File: src/rtl/ysyx_22041211_lsu_pkg.sv
// Shared codes, state encoding and widths for the ysyx_22041211 load/store unit.
// Decoder load/store codes match the core's ysyx_22041211_define.v values.
package ysyx_22041211_lsu_pkg;

  localparam int DATA_LEN = 32;

  localparam logic [2:0] LOAD_NONE = 3'd0;
  localparam logic [2:0] LOAD_LB   = 3'd1;
  localparam logic [2:0] LOAD_LH   = 3'd2;
  localparam logic [2:0] LOAD_LW   = 3'd3;
  localparam logic [2:0] LOAD_LBU  = 3'd4;
  localparam logic [2:0] LOAD_LHU  = 3'd5;

  localparam logic [1:0] STORE_NONE = 2'd0;
  localparam logic [1:0] STORE_SB   = 2'd1;
  localparam logic [1:0] STORE_SH   = 2'd2;
  localparam logic [1:0] STORE_SW   = 2'd3;

  typedef enum logic [1:0] {
    LSU_IDLE = 2'd0,
    LSU_REQ  = 2'd1,
    LSU_WAIT = 2'd2,
    LSU_OUT  = 2'd3
  } lsu_state_e;

  // A load code wins over a store code when both are set.
  function automatic logic is_misaligned(logic [2:0] load_type, logic [1:0] store_type,
                                         logic [1:0] off);
    logic bad;
    bad = 1'b0;
    if (load_type != LOAD_NONE) begin
      if (load_type == LOAD_LH || load_type == LOAD_LHU) bad = off[0];
      else if (load_type == LOAD_LW)                     bad = (off != 2'b00);
    end else begin
      if (store_type == STORE_SH)      bad = off[0];
      else if (store_type == STORE_SW) bad = (off != 2'b00);
    end
    return bad;
  endfunction

endpackage

File: src/rtl/ysyx_22041211_lsu_if.sv
// Pipeline (EXU in / WB out) and data-memory bus bundles for the LSU.
// In each, the slave/master modport named for the LSU side is what the top uses.
interface ysyx_22041211_lsu_if;
  import ysyx_22041211_lsu_pkg::*;

  logic                exu_valid_i;
  logic                lsu_ready_o;
  logic                wd_i;
  logic [4:0]          wreg_i;
  logic [DATA_LEN-1:0] alu_result_i;
  logic [DATA_LEN-1:0] store_data_i;
  logic [2:0]          load_type_i;
  logic [1:0]          store_type_i;
  logic                wb_valid_o;
  logic                wb_ready_i;
  logic                wd_o;
  logic [4:0]          wreg_o;
  logic [DATA_LEN-1:0] wdata_o;
  logic                misalign_o;

  modport slave (
    input  exu_valid_i, wd_i, wreg_i, alu_result_i, store_data_i, load_type_i,
           store_type_i, wb_ready_i,
    output lsu_ready_o, wb_valid_o, wd_o, wreg_o, wdata_o, misalign_o
  );

  modport master (
    output exu_valid_i, wd_i, wreg_i, alu_result_i, store_data_i, load_type_i,
           store_type_i, wb_ready_i,
    input  lsu_ready_o, wb_valid_o, wd_o, wreg_o, wdata_o, misalign_o
  );
endinterface

interface ysyx_22041211_lsu_mem_if;
  logic        mem_req_o;
  logic        mem_we_o;
  logic [31:0] mem_addr_o;
  logic [31:0] mem_wdata_o;
  logic [3:0]  mem_wmask_o;
  logic        mem_gnt_i;
  logic        mem_rvalid_i;
  logic [31:0] mem_rdata_i;

  modport master (
    output mem_req_o, mem_we_o, mem_addr_o, mem_wdata_o, mem_wmask_o,
    input  mem_gnt_i, mem_rvalid_i, mem_rdata_i
  );

  modport slave (
    input  mem_req_o, mem_we_o, mem_addr_o, mem_wdata_o, mem_wmask_o,
    output mem_gnt_i, mem_rvalid_i, mem_rdata_i
  );
endinterface

File: src/rtl/ysyx_22041211_lsu_align.sv
// Byte-lane logic: store strobe/replication, load extraction/extension, misalignment.
// Misalignment detection exists only with YSYX_22041211_LSU_MISALIGN_CHK_EN defined.
module ysyx_22041211_lsu_align
  import ysyx_22041211_lsu_pkg::*;
(
  input  logic [2:0]  load_type,
  input  logic [1:0]  store_type,
  input  logic [1:0]  off,
  input  logic [31:0] store_data,
  input  logic [2:0]  rd_type,
  input  logic [1:0]  rd_off,
  input  logic [31:0] rdata,
  output logic [3:0]  wmask,
  output logic [31:0] wdata,
  output logic [31:0] load_data,
  output logic        misalign
);

  logic [7:0]  rd_byte;
  logic [15:0] rd_half;

  always_comb begin
    wmask = 4'b0000;
    wdata = 32'h0;
    if (load_type == LOAD_NONE) begin
      case (store_type)
        STORE_SB: begin
          wmask = 4'b0001 << off;
          wdata = {4{store_data[7:0]}};
        end
        STORE_SH: begin
          wmask = 4'b0011 << {off[1], 1'b0};
          wdata = {2{store_data[15:0]}};
        end
        STORE_SW: begin
          wmask = 4'hF;
          wdata = store_data;
        end
        default: ;
      endcase
    end
  end

  always_comb begin
    case (rd_off)
      2'd0:    rd_byte = rdata[7:0];
      2'd1:    rd_byte = rdata[15:8];
      2'd2:    rd_byte = rdata[23:16];
      default: rd_byte = rdata[31:24];
    endcase
    rd_half = rd_off[1] ? rdata[31:16] : rdata[15:0];
    case (rd_type)
      LOAD_LB:  load_data = {{24{rd_byte[7]}}, rd_byte};
      LOAD_LBU: load_data = {24'h0, rd_byte};
      LOAD_LH:  load_data = {{16{rd_half[15]}}, rd_half};
      LOAD_LHU: load_data = {16'h0, rd_half};
      default:  load_data = rdata;
    endcase
  end

`ifdef YSYX_22041211_LSU_MISALIGN_CHK_EN
  assign misalign = is_misaligned(load_type, store_type, off);
`else
  assign misalign = 1'b0;
`endif

endmodule

File: src/rtl/ysyx_22041211_lsu.sv
// LSU top: accepts one EXU instruction, runs the memory transaction, hands WB a final result.
// Option: YSYX_22041211_LSU_MISALIGN_CHK_EN short-circuits misaligned accesses to OUT.
//
// state | meaning
// IDLE  | ready for a new instruction from EXU
// REQ   | bus request asserted, fields held until grant
// WAIT  | granted, waiting for the response
// OUT   | result presented to WB until accepted
module ysyx_22041211_lsu
  import ysyx_22041211_lsu_pkg::*;
(
  input  logic                    clk,
  input  logic                    rst,
  ysyx_22041211_lsu_if.slave      pipe,
  ysyx_22041211_lsu_mem_if.master mem
);

  lsu_state_e state, next_state;

  logic        ready_q;
  logic        wd_q;
  logic [4:0]  wreg_q;
  logic [31:0] addr_q;
  logic [31:0] wdata_q;
  logic [2:0]  load_type_q;
  logic        we_q;
  logic [3:0]  wmask_q;
  logic [31:0] mem_wdata_q;
  logic        misalign_q;

  logic        accept;
  logic        is_mem;
  logic [3:0]  wmask_d;
  logic [31:0] mem_wdata_d;
  logic [31:0] load_data;
  logic        misalign_d;

  ysyx_22041211_lsu_align u_align (
    .load_type  (pipe.load_type_i),
    .store_type (pipe.store_type_i),
    .off        (pipe.alu_result_i[1:0]),
    .store_data (pipe.store_data_i),
    .rd_type    (load_type_q),
    .rd_off     (addr_q[1:0]),
    .rdata      (mem.mem_rdata_i),
    .wmask      (wmask_d),
    .wdata      (mem_wdata_d),
    .load_data  (load_data),
    .misalign   (misalign_d)
  );

  assign is_mem = (pipe.load_type_i != LOAD_NONE) || (pipe.store_type_i != STORE_NONE);
  assign accept = (state == LSU_IDLE) && ready_q && pipe.exu_valid_i;

  always_ff @(posedge clk) begin
    if (rst) state <= LSU_IDLE;
    else     state <= next_state;
  end

  always_comb begin
    next_state = state;
    case (state)
      LSU_IDLE: if (accept) next_state = (is_mem && !misalign_d) ? LSU_REQ : LSU_OUT;
      LSU_REQ:  if (mem.mem_gnt_i) next_state = LSU_WAIT;
      LSU_WAIT: if (mem.mem_rvalid_i) next_state = LSU_OUT;
      LSU_OUT:  if (pipe.wb_ready_i) next_state = LSU_IDLE;
      default:  next_state = LSU_IDLE;
    endcase
  end

  // ready is registered from the next state so no input reaches it combinationally.
  always_ff @(posedge clk) begin
    if (rst) begin
      ready_q     <= 1'b0;
      wd_q        <= 1'b0;
      wreg_q      <= 5'd0;
      addr_q      <= 32'h0;
      wdata_q     <= 32'h0;
      load_type_q <= LOAD_NONE;
      we_q        <= 1'b0;
      wmask_q     <= 4'h0;
      mem_wdata_q <= 32'h0;
      misalign_q  <= 1'b0;
    end else begin
      ready_q <= (next_state == LSU_IDLE);
      if (accept) begin
        wd_q        <= pipe.wd_i && !misalign_d;
        wreg_q      <= pipe.wreg_i;
        addr_q      <= pipe.alu_result_i;
        wdata_q     <= pipe.alu_result_i;
        load_type_q <= pipe.load_type_i;
        we_q        <= (pipe.load_type_i == LOAD_NONE) && (pipe.store_type_i != STORE_NONE);
        wmask_q     <= wmask_d;
        mem_wdata_q <= mem_wdata_d;
        misalign_q  <= misalign_d;
      end else if (state == LSU_WAIT && mem.mem_rvalid_i && load_type_q != LOAD_NONE) begin
        wdata_q <= load_data;
      end
    end
  end

  assign pipe.lsu_ready_o = ready_q;
  assign pipe.wb_valid_o  = (state == LSU_OUT);
  assign pipe.wd_o        = wd_q;
  assign pipe.wreg_o      = wreg_q;
  assign pipe.wdata_o     = wdata_q;
  assign pipe.misalign_o  = misalign_q;

  assign mem.mem_req_o   = (state == LSU_REQ);
  assign mem.mem_we_o    = we_q;
  assign mem.mem_addr_o  = {addr_q[31:2], 2'b00};
  assign mem.mem_wdata_o = mem_wdata_q;
  assign mem.mem_wmask_o = wmask_q;

endmodule

File: src/flat_wrapper.sv
// flat-port wrapper written by rule: the top's interface ports become plain ports
module ysyx_22041211_lsu_flat import ysyx_22041211_lsu_pkg::*;
  (clk, rst, pipe_exu_valid_i, pipe_wd_i, pipe_wreg_i, pipe_alu_result_i, pipe_store_data_i, pipe_load_type_i, pipe_store_type_i, pipe_wb_ready_i, pipe_lsu_ready_o, pipe_wb_valid_o, pipe_wd_o, pipe_wreg_o, pipe_wdata_o, pipe_misalign_o, mem_mem_req_o, mem_mem_we_o, mem_mem_addr_o, mem_mem_wdata_o, mem_mem_wmask_o, mem_mem_gnt_i, mem_mem_rvalid_i, mem_mem_rdata_i);
  ysyx_22041211_lsu_if pipe_i ();
  ysyx_22041211_lsu_mem_if mem_i ();
  input  logic clk;
  input  logic rst;
  input wire logic [$bits(pipe_i.exu_valid_i)-1:0] pipe_exu_valid_i;
  input wire logic [$bits(pipe_i.wd_i)-1:0] pipe_wd_i;
  input wire logic [$bits(pipe_i.wreg_i)-1:0] pipe_wreg_i;
  input wire logic [$bits(pipe_i.alu_result_i)-1:0] pipe_alu_result_i;
  input wire logic [$bits(pipe_i.store_data_i)-1:0] pipe_store_data_i;
  input wire logic [$bits(pipe_i.load_type_i)-1:0] pipe_load_type_i;
  input wire logic [$bits(pipe_i.store_type_i)-1:0] pipe_store_type_i;
  input wire logic [$bits(pipe_i.wb_ready_i)-1:0] pipe_wb_ready_i;
  output wire logic [$bits(pipe_i.lsu_ready_o)-1:0] pipe_lsu_ready_o;
  output wire logic [$bits(pipe_i.wb_valid_o)-1:0] pipe_wb_valid_o;
  output wire logic [$bits(pipe_i.wd_o)-1:0] pipe_wd_o;
  output wire logic [$bits(pipe_i.wreg_o)-1:0] pipe_wreg_o;
  output wire logic [$bits(pipe_i.wdata_o)-1:0] pipe_wdata_o;
  output wire logic [$bits(pipe_i.misalign_o)-1:0] pipe_misalign_o;
  output wire logic [$bits(mem_i.mem_req_o)-1:0] mem_mem_req_o;
  output wire logic [$bits(mem_i.mem_we_o)-1:0] mem_mem_we_o;
  output wire logic [$bits(mem_i.mem_addr_o)-1:0] mem_mem_addr_o;
  output wire logic [$bits(mem_i.mem_wdata_o)-1:0] mem_mem_wdata_o;
  output wire logic [$bits(mem_i.mem_wmask_o)-1:0] mem_mem_wmask_o;
  input wire logic [$bits(mem_i.mem_gnt_i)-1:0] mem_mem_gnt_i;
  input wire logic [$bits(mem_i.mem_rvalid_i)-1:0] mem_mem_rvalid_i;
  input wire logic [$bits(mem_i.mem_rdata_i)-1:0] mem_mem_rdata_i;
  assign pipe_i.exu_valid_i = pipe_exu_valid_i;
  assign pipe_i.wd_i = pipe_wd_i;
  assign pipe_i.wreg_i = pipe_wreg_i;
  assign pipe_i.alu_result_i = pipe_alu_result_i;
  assign pipe_i.store_data_i = pipe_store_data_i;
  assign pipe_i.load_type_i = pipe_load_type_i;
  assign pipe_i.store_type_i = pipe_store_type_i;
  assign pipe_i.wb_ready_i = pipe_wb_ready_i;
  assign pipe_lsu_ready_o = pipe_i.lsu_ready_o;
  assign pipe_wb_valid_o = pipe_i.wb_valid_o;
  assign pipe_wd_o = pipe_i.wd_o;
  assign pipe_wreg_o = pipe_i.wreg_o;
  assign pipe_wdata_o = pipe_i.wdata_o;
  assign pipe_misalign_o = pipe_i.misalign_o;
  assign mem_mem_req_o = mem_i.mem_req_o;
  assign mem_mem_we_o = mem_i.mem_we_o;
  assign mem_mem_addr_o = mem_i.mem_addr_o;
  assign mem_mem_wdata_o = mem_i.mem_wdata_o;
  assign mem_mem_wmask_o = mem_i.mem_wmask_o;
  assign mem_i.mem_gnt_i = mem_mem_gnt_i;
  assign mem_i.mem_rvalid_i = mem_mem_rvalid_i;
  assign mem_i.mem_rdata_i = mem_mem_rdata_i;
  ysyx_22041211_lsu u_core (.clk(clk), .rst(rst), .pipe(pipe_i), .mem(mem_i));
endmodule
File: config.mk
export PLATFORM = sky130hd
export DESIGN_NAME = ysyx_22041211_lsu_flat
export DESIGN_NICKNAME = d
export VERILOG_FILES = /design/src/rtl/ysyx_22041211_lsu_pkg.sv /design/src/rtl/ysyx_22041211_lsu_if.sv /design/src/rtl/ysyx_22041211_lsu_align.sv /design/src/rtl/ysyx_22041211_lsu.sv /design/src/flat_wrapper.sv
export SDC_FILE = /design/constraint.sdc
export NUM_CORES = 1
export LEC_CHECK = 0
export ABC_AREA = 1
export BUFFER_PORTS_ARGS = -buffer_cell sky130_fd_sc_hd__buf_2
export CAP_MARGIN = 0
export CORE_MARGIN = 2
export CORE_UTILIZATION = 53
export CTS_CLUSTER_SIZE = 28
export DETAILED_ROUTE_END_ITERATION = 8
export GPL_TIMING_DRIVEN = 0
export HOLD_SLACK_MARGIN = 0.06
export PLACE_DENSITY = 0.87
export SLEW_MARGIN = 15
export SYNTH_ARGS = -nofsm -noshare
export SYNTH_HDL_FRONTEND = slang
export SYNTH_SLANG_ARGS = --single-unit
File: constraint.sdc
create_clock -name clk -period 2.9 [get_ports clk]
set_input_delay 0.145 -clock clk [delete_from_list [all_inputs] [get_ports clk]]
set_output_delay 0.145 -clock clk [all_outputs]
set_load 0.01 [all_outputs]
## Word level (Yosys, flattened, before mapping)

Index checks and enable logic that the tools add are counted.

- Add/sub/neg operators: 0
- Multipliers: 0
- Divide/modulo/power cells: 0
- $lt $le $gt $ge: 0
- Eq/ne operators: 12
- Shift operators: 2
- Multiplexer cells: 15
- Bitwise operators: 0
- Reduce and logical (&&, ||, !) cells: 14

Operators by type and width:

| cell | number |
|---|---|
| $pmux 32 s4 | 1 |
| $mux 32 | 3 |
| $pmux 32 s3 | 1 |
| $pmux 8 s3 | 1 |
| $mux 16 | 1 |
| $pmux 4 s3 | 1 |
| $eq 2x2->1 const B | 5 |
| $mux 2 | 5 |
| $pmux 2 s4 | 1 |
| $eq 2x1->1 const B | 3 |
| $eq 3x3->1 const B | 2 |
| $logic_not 2->1 | 3 |
| $reduce_bool 3->1 | 2 |
| $logic_and 1x1->1 | 5 |
| $mux 4 | 1 |
| $reduce_bool 2->1 | 2 |
| $shl 1x2->4 const A | 1 |
| $shl 2x2->4 const A | 1 |
| $eq 3x1->1 const B | 1 |
| $eq 3x2->1 const B | 1 |
| $logic_not 3->1 | 1 |
| $logic_or 1x1->1 | 1 |

- Bits in registers: 113
- Latch bits: 0
- Memory bits (writable): 0
- Bits in read-only memories: 0
- Bits of input ports: 113
- Output and inout bits: 111
- Logic and storage cells: 53
- Memories kept: 0

## Logic depth before layout (Yosys ltp)

Gate-level depths: netlist (run 1).

- Depth after elaboration: 6
- Gate-level depth with buffers: 10
- Depth with buffers taken out: 9

## By module

From an unflattened synthesis (run 1), not the netlist that was laid out.

- Cells, all modules: 1023
- Area total of the unflattened synthesis: 6431.2 µm²

Modules (own cells, without submodules):

| module | instances | cells an instance | area an instance (µm²) | sequential area each (µm²) |
|---|---|---|---|---|
| ysyx_22041211_lsu | 1 | 693 | 4828.4 | 2282.2 |
| ysyx_22041211_lsu_align | 1 | 330 | 1602.8 | 0.0 |

## Least setup slack after synthesis (run 1)

Ideal clock, no wire load.

- Path type: flip-flop to flip-flop
- From: register u_core.addr_q[1]
- To: register u_core.wdata_q[30] (netlist: u_core.pipe.wdata_o[30])
- Library setup time: 119 ps
- Arrival time: 1253 ps
- Required time: 2781 ps
- Path slack: 1528 ps
- Cell stages (with the launch flop): 9
- Path buffers: 2
- Period minus slack after synthesis: 1372 ps
- Cells stage by stage: dfxtp_1 -> buf_4 -> nand2_1 -> or2_1 -> nand3_2 -> buf_4 -> nand3_1 -> nand2_1 -> a21oi_1

- Longest elaborated chain between the ends: 5
- Elaborated cells on any way between the ends: 8
- Classes of those cells: 2 x eq/ne; 5 x mux; 1 x reduce/logical

Ends and longest elaborated chain:

| item | line | RTL |
|---|---|---|
| from (decl) | ysyx_22041211_lsu.sv:23 | `logic [31:0] addr_q;` |
| from (signal assigned) | ysyx_22041211_lsu.sv:89 | `addr_q <= pipe.alu_result_i;` |
| $eq 2x2->1 (tied with other cells) | ysyx_22041211_lsu_align.sv:45 | `case (rd_off)` |
| $pmux 8 s3 | ysyx_22041211_lsu_align.sv:45 |  |
| $pmux 32 s4 * | ysyx_22041211_lsu_align.sv:52 | `case (rd_type)` |
| $mux 32 * | ysyx_22041211_lsu.sv:96 | `end else if (state == LSU_WAIT && mem.mem_rvalid_i && load_type_q != LOAD_NONE) begin` |
| $mux 32 * | ysyx_22041211_lsu.sv:86 | `if (accept) begin` |
| to (signal assigned) | ysyx_22041211_lsu.sv:90 | `wdata_q <= pipe.alu_result_i;` |
| to (signal assigned) | ysyx_22041211_lsu.sv:97 | `wdata_q <= load_data;` |
| to (decl) | ysyx_22041211_lsu.sv:24 | `logic [31:0] wdata_q;` |

Every way passes the cells marked *; elsewhere a longest branch is shown, timed or not. The select of a mux whose other input is x is not followed.
A chain may end at the register's enable or synchronous reset.

## Worst setup path after layout (run 1)

- From: register u_core.state[1]
- To: register u_core.mem_wdata_q[23] (netlist: u_core.mem.mem_wdata_o[23])

- Longest elaborated chain between the ends: 3

Ends and longest elaborated chain:

| item | line | RTL |
|---|---|---|
| from (decl) | ysyx_22041211_lsu.sv:18 | `lsu_state_e state, next_state;` |
| from (signal assigned) | ysyx_22041211_lsu.sv:57 | `else state <= next_state;` |
| $logic_not 2->1 | ysyx_22041211_lsu.sv:53 | `assign accept = (state == LSU_IDLE) && ready_q && pipe.exu_valid_i;` |
| $logic_and 1x1->1 (2 in a row) | ysyx_22041211_lsu.sv:53 |  |
| to (signal assigned) | ysyx_22041211_lsu.sv:94 | `mem_wdata_q <= mem_wdata_d;` |
| to (decl) | ysyx_22041211_lsu.sv:28 | `logic [31:0] mem_wdata_q;` |

No other way between the ends.

==> results of run 1 <==
==> critical path: cells and delay by family (launching register included) <==
family,cells,cell delay [ns]
buffers and inverters,2,0.72
DFF,1,0.45
and+or+nand+nor,3,0.38
AOI/OAI and AO/OA,1,0.24
==> per-stage QoR <==
stage	hold WS, ns	std cells
floorplan	0.288	906
global placement	0.394	1265
detailed placement	0.402	1265
CTS	0.0607	1384
global route	0.0851	1384
finish	0.0698	1384
==> state kept, by name, indices dropped and copies added (netlist names) <==
register,flops
u_core.addr_q,32
u_core.mem.mem_wdata_o,32
u_core.pipe.wdata_o,32
u_core.pipe.wreg_o,5
u_core.mem.mem_wmask_o,4
u_core.load_type_q,3
u_core.state,2
u_core.mem.mem_we_o,1
u_core.pipe.lsu_ready_o,1
u_core.pipe.wd_o,1
==> cell families (layout without fill, tap and decap cells) <==
group | Yosys count | after routing | share of synthesized area
simple gates | 422 | 422 | 0.294
compound gates | 206 | 206 | 0.183
buf+inv | 162 | 500 | 0.137
flops | 113 | 113 | 0.386
other cells | 1 | 3 | 0.000640
==> worst paths after layout <==
path	from	endpoint	slack, ns	cells after the start
worst min register to register	u_core.addr_q[14]	u_core.addr_q[14]	0.46	2
worst min-delay path	mem_mem_rdata_i[20]	u_core.pipe.wdata_o[20]	0.07	5
worst max register to register	u_core.state[1]	u_core.mem.mem_wdata_o[23]	1.03	6
worst max-delay path	u_core.state[1]	u_core.mem.mem_wdata_o[23]	1.03	6
==> report_power, final <==
| group | internal (mW) | switching, mW | total (mW) |
|---|---|---|---|
| clock network | 1.14 | 0.823 | 1.97 |
| logic | 0.492 | 0.744 | 1.24 |
| registers | 1.66 | 0.0680 | 1.73 |
| total | 3.30 | 1.63 | 4.93 |
==> final cells by class <==
type	count	area (µm²)	area share
inverters	75	282	0.0329
plain buffers	87	519	0.0607
clock buffers	17	414	0.0484
well taps	140	175	0.0205
multi-input cells	631	2800	0.328
repair buffers	306	1970	0.230
flip-flops and latches	113	2260	0.264
clock inverters	15	135	0.0158
==> synthesized netlist by cell type (all sizes together) <==
cell type,number,area share
nand2,276,0.18
a21oi,126,0.11
dfxtp,113,0.39
inv,75,0.048
nor2,73,0.051
o21ai,69,0.059
buf,68,0.076
nand3,68,0.061
clkbuf,19,0.012
o211ai,9,0.012
nand4,3,0.0032
or2,2,0.0021
a22oi,1,0.0013
conb,1,0.00064
o21bai,1,0.0032
==> placed cells by master (no fill, tap or decap), drive strengths merged <==
| cell type | Yosys | final |
|---|---|---|
| buf | 68 | 287 |
| nand2 | 276 | 276 |
| a21oi | 126 | 126 |
| dfxtp | 113 | 113 |
| dlygate4sd3 | 0 | 87 |
| inv | 75 | 79 |
| nor2 | 73 | 73 |
| o21ai | 69 | 69 |
| nand3 | 68 | 68 |
| clkbuf | 19 | 36 |
| o211ai | 9 | 9 |
| clkinv | 0 | 8 |
| nand4 | 3 | 3 |
| conb | 1 | 3 |
| clkinvlp | 0 | 2 |
| or2 | 2 | 2 |
| o21bai | 1 | 1 |
| a22oi | 1 | 1 |
| bufinv | 0 | 1 |
==> routing by layer <==
layer,share of wire,vias up,routed length [µm]
met1,0.36,3473,8550
met5,0,-,0
li1,-,3524,-
met2,0.48,593,11500
met4,0.058,0,1390
met3,0.10,150,2430
==> timing repair <==
| action | CTS | global route |
|---|---|---|
| hold buffers | 87 | 0 |
| hold endpoints to repair | 107 | 0 |
| resized for setup | 0 | 0 |
| endpoints found under the setup margin | 0 | 0 |
==> flow_summary.ini, run 1 <==
[die]
start_util = 0.543
rows = 38
dieArea_mm2 = 0.0119
core_area_mm2 = 0.0108
die_h_um = 109
die_w_um = 109
ios = 224

[final_layout]
area_delta_synth_final_pct = 46.1
final_area_mm2 = 0.00856
num-fill-cells = 749
layout-drive-gt1-share = 0.268
diodes = 0
utilization = 0.793
final_nets = 1344

[job]
cap_viol_max_count = 0

[route]
ant_nets = 0
viasPerCell = 5.59
drtIter0Drc = 758
drcViolationCount = 0
finalWirelength_um = 23900
wl_per_cell_um = 17.2
dr.pass1.iters = 8
num_vias = 7740

[sta]
skew_ns = 0.00944
slew_viol_final = 0
finalCriticalPeriod_ns = 1.87
setup_slack_ns = 1.03
worstMarginPinSlew_ns = 0.583
min_period_over_period = 0.647
fin_setup_tns_ns = 0
finalHoldViolCount = 0
rsz0062_at_grt = false
maxSlewHeadroom = 0.611
timing.fmax_mhz = 533
final-setup-viol-count = 0

[grt]
antenna_found_initial = 0
grt.total_usage = 0.393
grt_pass1_wl_um = 36100
grt_max_degree = 17
grt_pass1_vias = 7369
grt-ovfl-total = 0
gr-usage-met3 = 0.0843
gr-usage-met2 = 0.674
top_usage_layer = met2
met1_usage = 0.447

[power_and_ir_drop]
p_per_area_mw_per_mm2 = 576
p_leak_nw = 4.53
peakVddDrop_uv = 404
power_mw = 4.93

[logic_synthesis]
ys_ff_latch = 113
synth_area_per_cell_um2 = 6.48
ys_seq_area_frac = 0.386
synthCells = 904
synth_cell_types = 25
synth_area_mm2 = 0.00586
synth-warning-count = 0

[min_path]
hold_path.class = primary input to flop

[placed_design]
dp_hpwl_um = 14900
globalplace.congestion = 1.01
pre_cts_ws_ns = 1.23
port_buffers = 219
dpl_cell_area_mm2 = 0.00714

[clock_tree]
clock_sinks = 113
h-tree-depth = 4
ctsLongestPathBuffers = 2
clk_pin_slew_ns = 0.07
clock_latency_ns = 0.52
cts_tree = done
cts_root_buf = clkbuf_8
numCtsBuffers = 17
cts_setup_buffers = 0

[critical_path]
cp_slowest_stage_delay_ns = 0.47
crit_type = flop to flop
crit_fanout = 10
arrival_ns = 2.31
crit_path_start_kind = flop
end_kind = flop
required_ns = 3.34
crit_path_top_delay_cell = clkbuf_1
crit_chain = nor2_2 > nand3_2 > buf_2 > clkbuf_1 > nand2_1 > a21oi_1

[outcome]
status = complete, no violations
Note: power is estimated with default switching activity, not from simulation.
==> inputs of run 2 (changes only) <==
CORE_UTILIZATION = 45   (was 53)
PLACE_DENSITY = 0.78   (was 0.87)
clock period = 1.5 ns   (was 2.9 ns; I/O delays follow)
==> run 2 against run 1 <==
The run now ends with setup timing left; clock skew about the same; setup slack worse by 1.1 ns; critical path depth up 2; count of clock-buffer cells in the layout increased by 2; sequential share of layout area down 0.50 points; register-to-register slack worse by 1.1 ns; core utilization down 10 points.
==> flow_summary.ini, run 2 (same netlist as run 1, synthesis figures left out) <==
[outcome]
status = finished with violations
violations = setup timing

[grt]
grt.total_usage = 0.319
grt_pass1_vias = 7035
grt-ovfl-total = 0
top_usage_layer = met2
antenna_found_initial = 1
met1_usage = 0.370
grt_max_degree = 17
gr-usage-met3 = 0.0785
grt_pass1_wl_um = 35300
gr-usage-met2 = 0.554

[critical_path]
worstReg2RegEnd = u_core.mem.mem_wdata_o[24]
cp_slowest_stage_delay_ns = 0.36
arrival_ns = 1.88
crit_fanout = 10
regToRegStartpoint = u_core.state[1]
end_kind = flop
crit_path_start_kind = flop
required_ns = 1.83
crit_path_top_delay_cell = dfxtp_2
crit_type = flop to flop
crit_chain = nor2_4 > nand3_4 > inv_6 > nand3_4 > nor2_4 > buf_4 > nand2_1 > a21oi_1
ff2ff_setup_slack_ns = -0.05
path_buf_inv = 2
path_delay_family = simple AND/OR/NAND/NOR gates
r2r_cells = 8

[placed_design]
dp_hpwl_um = 15500
dp_cells = 1297
port_buffers = 219
dpl_cell_area_mm2 = 0.00718
globalplace.congestion = 0.951

[clock_tree]
cts_tree = done
cts_root_buf = clkbuf_16
numCtsBuffers = 17
ctsLongestPathBuffers = 2
clock_sinks = 113
clock_latency_ns = 0.42
h-tree-depth = 4
clk_pin_slew_ns = 0.06

[final_layout]
layout-drive-gt1-share = 0.299
final_nets = 1334
final_area_mm2 = 0.00877
final_cell_mix = 269 x nand2_1, 228 x buf_2, 123 x a21oi_1
mostFrequentLayoutCell = nand2_1
final_cells = 1407
utilization = 0.692
area_delta_synth_final_pct = 49.8

[power_and_ir_drop]
p_leak_nw = 4.59
p_per_area_mw_per_mm2 = 1160
p_clk_frac = 0.424
combPwrFrac = 0.248
power_mw = 10.2
p_sw_frac = 0.305
seq_power_share = 0.328
peakVddDrop_uv = 668
switchingPower_mw = 3.11
p_int_mw = 7.08

[route]
dr.pass1.iters = 8
wl_per_cell_um = 16.1
viasPerCell = 5.22
finalWirelength_um = 22700
num_vias = 7341
drtIter0Drc = 580
drcViolationCount = 0
ant_nets = 0

[job]
cap_viol_max_count = 0

[sta]
finalHoldViolCount = 0
slew_viol_final = 0
worstMarginPinSlew_ns = 0.670
fin_setup_tns_ns = -0.0516
skew_ns = 0.00989
setup_slack_ns = -0.0516
timing.fmax_mhz = 644
finalCriticalPeriod_ns = 1.55
maxSlewHeadroom = 0.553
min_period_over_period = 1.03
rsz0062_at_grt = true
final-setup-viol-count = 1

[min_path]
min_to = u_core.pipe.wdata_o[11]
hold_depth = 5
hold_path.class = primary input to flop
hold_start = mem_mem_rdata_i[11]

[die]
die_h_um = 118
core_area_mm2 = 0.0127
ios = 224
dieArea_mm2 = 0.0139
rows = 41
start_util = 0.462
die_w_um = 118
run 2: changes by cell type in the layout (fill, tap and decap cells not counted), sizes merged:
cell and delta:
inv -2, clkbuf +7, clkinv -4, clkinvlp +1
diode +1, bufinv +3, dlygate4sd3 -16, buf +1
run 2: power by group through the flow:
stage,logic [mW],clock network (mW),registers (mW)
2_1_floorplan,1.29,0,3.43
3_3_place_gp,2.12,0,3.38
3_5_place_dp,2.13,0,3.39
4_1_cts,2.35,4.32,3.33
5_1_grt,2.76,4.46,3.37
6_report,2.52,4.32,3.35
run 2: timing repair:
action | CTS | global route
endpoints found under the setup margin | 56 | 66
hold endpoints to repair | 87 | 1
pin swaps | 3 | 2
gates resized for setup | 26 | 67
cloned | 0 | 0
hold buffers | 70 | 1
buffers inserted | 4 | 3
run 2: tightest hold or removal path: stages:
cell     delay, ns
buf_2         0.11
inv_1         0.06
a21oi_1       0.06
nand2_1       0.08
a21oi_1       0.06
run 2: per-stage QoR:
step                worst slack [ns]  hold slack [ns]
floorplan                      0.128            0.218
global placement              -0.112            0.330
detailed placement            -0.169            0.330
CTS                          -0.0104          -0.0407
global route                 -0.0948           0.0971
finish                       -0.0516           0.0744
run 2: final cells by class:
| type | instances | area (µm²) |
|---|---|---|
| fillers | 1036 | 3900 |
| multi-input cells | 631 | 2900 |
| flip-flops and latches | 113 | 2280 |
| repair buffers | 297 | 1860 |
| plain buffers | 86 | 608 |
| clock buffers | 19 | 443 |
| inverters | 75 | 287 |
| well taps | 172 | 215 |
| clock inverters | 13 | 184 |
| diodes | 1 | 2.50 |
run 2: worst max-delay path by stage:
stage          cells after the start              from  slack, ns                         end
3_5_place_dp                       6   u_core.state[1]      -0.17     u_core.pipe.wdata_o[22]
6_report                           8   u_core.state[1]      -0.05  u_core.mem.mem_wdata_o[24]
4_1_cts                            9   u_core.state[1]      -0.01  u_core.mem.mem_wdata_o[21]
3_3_place_gp                       6   u_core.state[1]      -0.11     u_core.pipe.wdata_o[23]
2_1_floorplan                      8  u_core.addr_q[1]       0.13     u_core.pipe.wdata_o[30]
5_1_grt                            8   u_core.state[1]      -0.09  u_core.mem.mem_wdata_o[24]
run 2: per-layer routing:
metal / vias to the layer above / wire, µm
met4: 2 / 724
li1: 3513 / -
met1: 3283 / 8670
met3: 74 / 2180
met2: 469 / 11100
met5: - / 13
==> inputs of run 3 (changes only) <==
CAP_MARGIN = unset   (was 0)
CTS_CLUSTER_SIZE = 12   (was 28)
SKIP_LAST_GASP = 1   (was unset)
==> run 3 against run 2 <==
The run still ends with setup timing left; setup slack better by 0.017 ns; routed wire length is 0.27% lower; non-clock buffer count stayed put; fmax is 1.1% higher; core utilization is 0.17 points lower; critical endpoint unchanged; highest routed layer unchanged.
==> flow_summary.ini, run 3 (same netlist as run 1, synthesis figures left out) <==
[die]
rows = 41
die_w_um = 118
ios = 224
die_h_um = 118
start_util = 0.462
dieArea_mm2 = 0.0139
core_area_mm2 = 0.0127

[critical_path]
crit_path_start_kind = flop
end_kind = flop
arrival_ns = 1.87
crit_fanout = 10
crit_type = flop to flop
required_ns = 1.83
ff2ff_setup_slack_ns = -0.03

[grt]
grt-ovfl-total = 0
grt.total_usage = 0.319
antenna_found_initial = 1
grt_max_degree = 17
grt_pass1_wl_um = 35300
grt_pass1_vias = 7035

[sta]
rsz0062_at_grt = true
final-setup-viol-count = 1
holdWs_ns = 0.0781
setup_slack_ns = -0.0346
slew_viol_final = 0
min_period_over_period = 1.02
timing.fmax_mhz = 652
maxSlewHeadroom = 0.535
worstMarginPinSlew_ns = 0.697
finalCriticalPeriod_ns = 1.53
skew_ns = 0.00633
finalHoldViolCount = 0

[clock_tree]
cts_tree = done
ctsLongestPathBuffers = 2
h-tree-depth = 4
clock_sinks = 113
clk_pin_slew_ns = 0.06
numCtsBuffers = 17
cts_root_buf = clkbuf_16
clock_latency_ns = 0.42

[route]
drcViolationCount = 0
viasPerCell = 5.18
finalWirelength_um = 22600
num_vias = 7289
dr.pass1.iters = 5
ant_nets = 0
wl_per_cell_um = 16.1
drtIter0Drc = 614

[final_layout]
final_cells = 1407
mostFrequentLayoutCell = nand2_1
multi_input_area_mm2 = 0.00288
final_nets = 1334
seqCellArea_mm2 = 0.00227
area_delta_synth_final_pct = 49.4
layout-drive-gt1-share = 0.297
num-fill-cells = 1042
final_cell_mix = 269 x nand2_1, 229 x buf_2, 124 x a21oi_1

[placed_design]
dp_hpwl_um = 15500
port_buffers = 219
dp_cells = 1297
globalplace.congestion = 0.951

[power_and_ir_drop]
p_leak_nw = 4.60
peakVddDrop_uv = 660
p_per_area_mw_per_mm2 = 1160
power_mw = 10.2

[min_path]
hold_path.class = primary input to flop

[job]
cap_viol_max_count = 0

[outcome]
status = finished with violations
violations = setup timing
-- run 3: critical path, cell delays in order, from the launching register on --
cell and delay (ns):
dfxtp_2 0.36, nor2_4 0.13, nand3_4 0.15, inv_6 0.14
nand3_4 0.09, nor2_4 0.11, buf_4 0.19, nand2_1 0.09
a21oi_1 0.19
-- run 3: final cells by class --
type                    count  area share
multi-input cells         631       0.330
flip-flops and latches    113       0.260
repair buffers            297       0.212
plain buffers              86      0.0692
clock buffers              19      0.0506
inverters                  75      0.0327
well taps                 172      0.0246
clock inverters            13      0.0210
diodes                      1    0.000286
-- run 3: path summary, 6_finish.rpt --
path,start,endpoint,cells past startpoint
setup / recovery,u_core.state[1],u_core.mem.mem_wdata_o[24],8
hold / removal,mem_mem_rdata_i[11],u_core.pipe.wdata_o[11],5
setup reg to reg,u_core.state[1],u_core.mem.mem_wdata_o[24],8
hold reg to reg,u_core.mem.mem_wdata_o[5],u_core.mem.mem_wdata_o[5],2
-- run 3: what timing repair did --
item	4_1_cts	5_1_grt
hold buffers	70	1
buffers inserted	4	3
resized for setup	26	61
pin swaps	3	2
setup endpoints to repair	56	66
hold endpoints to repair	87	1
-- run 3: metal layers --
layer / track usage / share of wire / vias to the layer above
li1: - / - / 3515
met1: 0.370 / 0.39 / 3266
met2: 0.554 / 0.49 / 435
met3: 0.0785 / 0.090 / 71
met4: 0.138 / 0.034 / 2
met5: 0 / 0.00057 / -
-- run 3: power by group --
| group | internal (mW) | leakage [nW] | switching (mW) |
|---|---|---|---|
| Clock | 2.82 | 0.300 | 1.49 |
| Combinational | 1.04 | 3.38 | 1.47 |
| Sequential | 3.22 | 0.922 | 0.130 |
| Total | 7.07 | 4.60 | 3.09 |
-- run 3: stage by stage --
stage	cell area (µm²)	setup slack, ns	TNS (ns)	util
after global placement	7180	-0.112	-3.64	0.566
after global routing	8750	-0.0948	-1.12	0.691
after CTS	8600	-0.0104	-0.0109	0.679
final	8750	-0.0346	-0.0346	0.691
after floorplan	5870	0.128	0	-
after detailed placement	7180	-0.169	-4.43	0.566
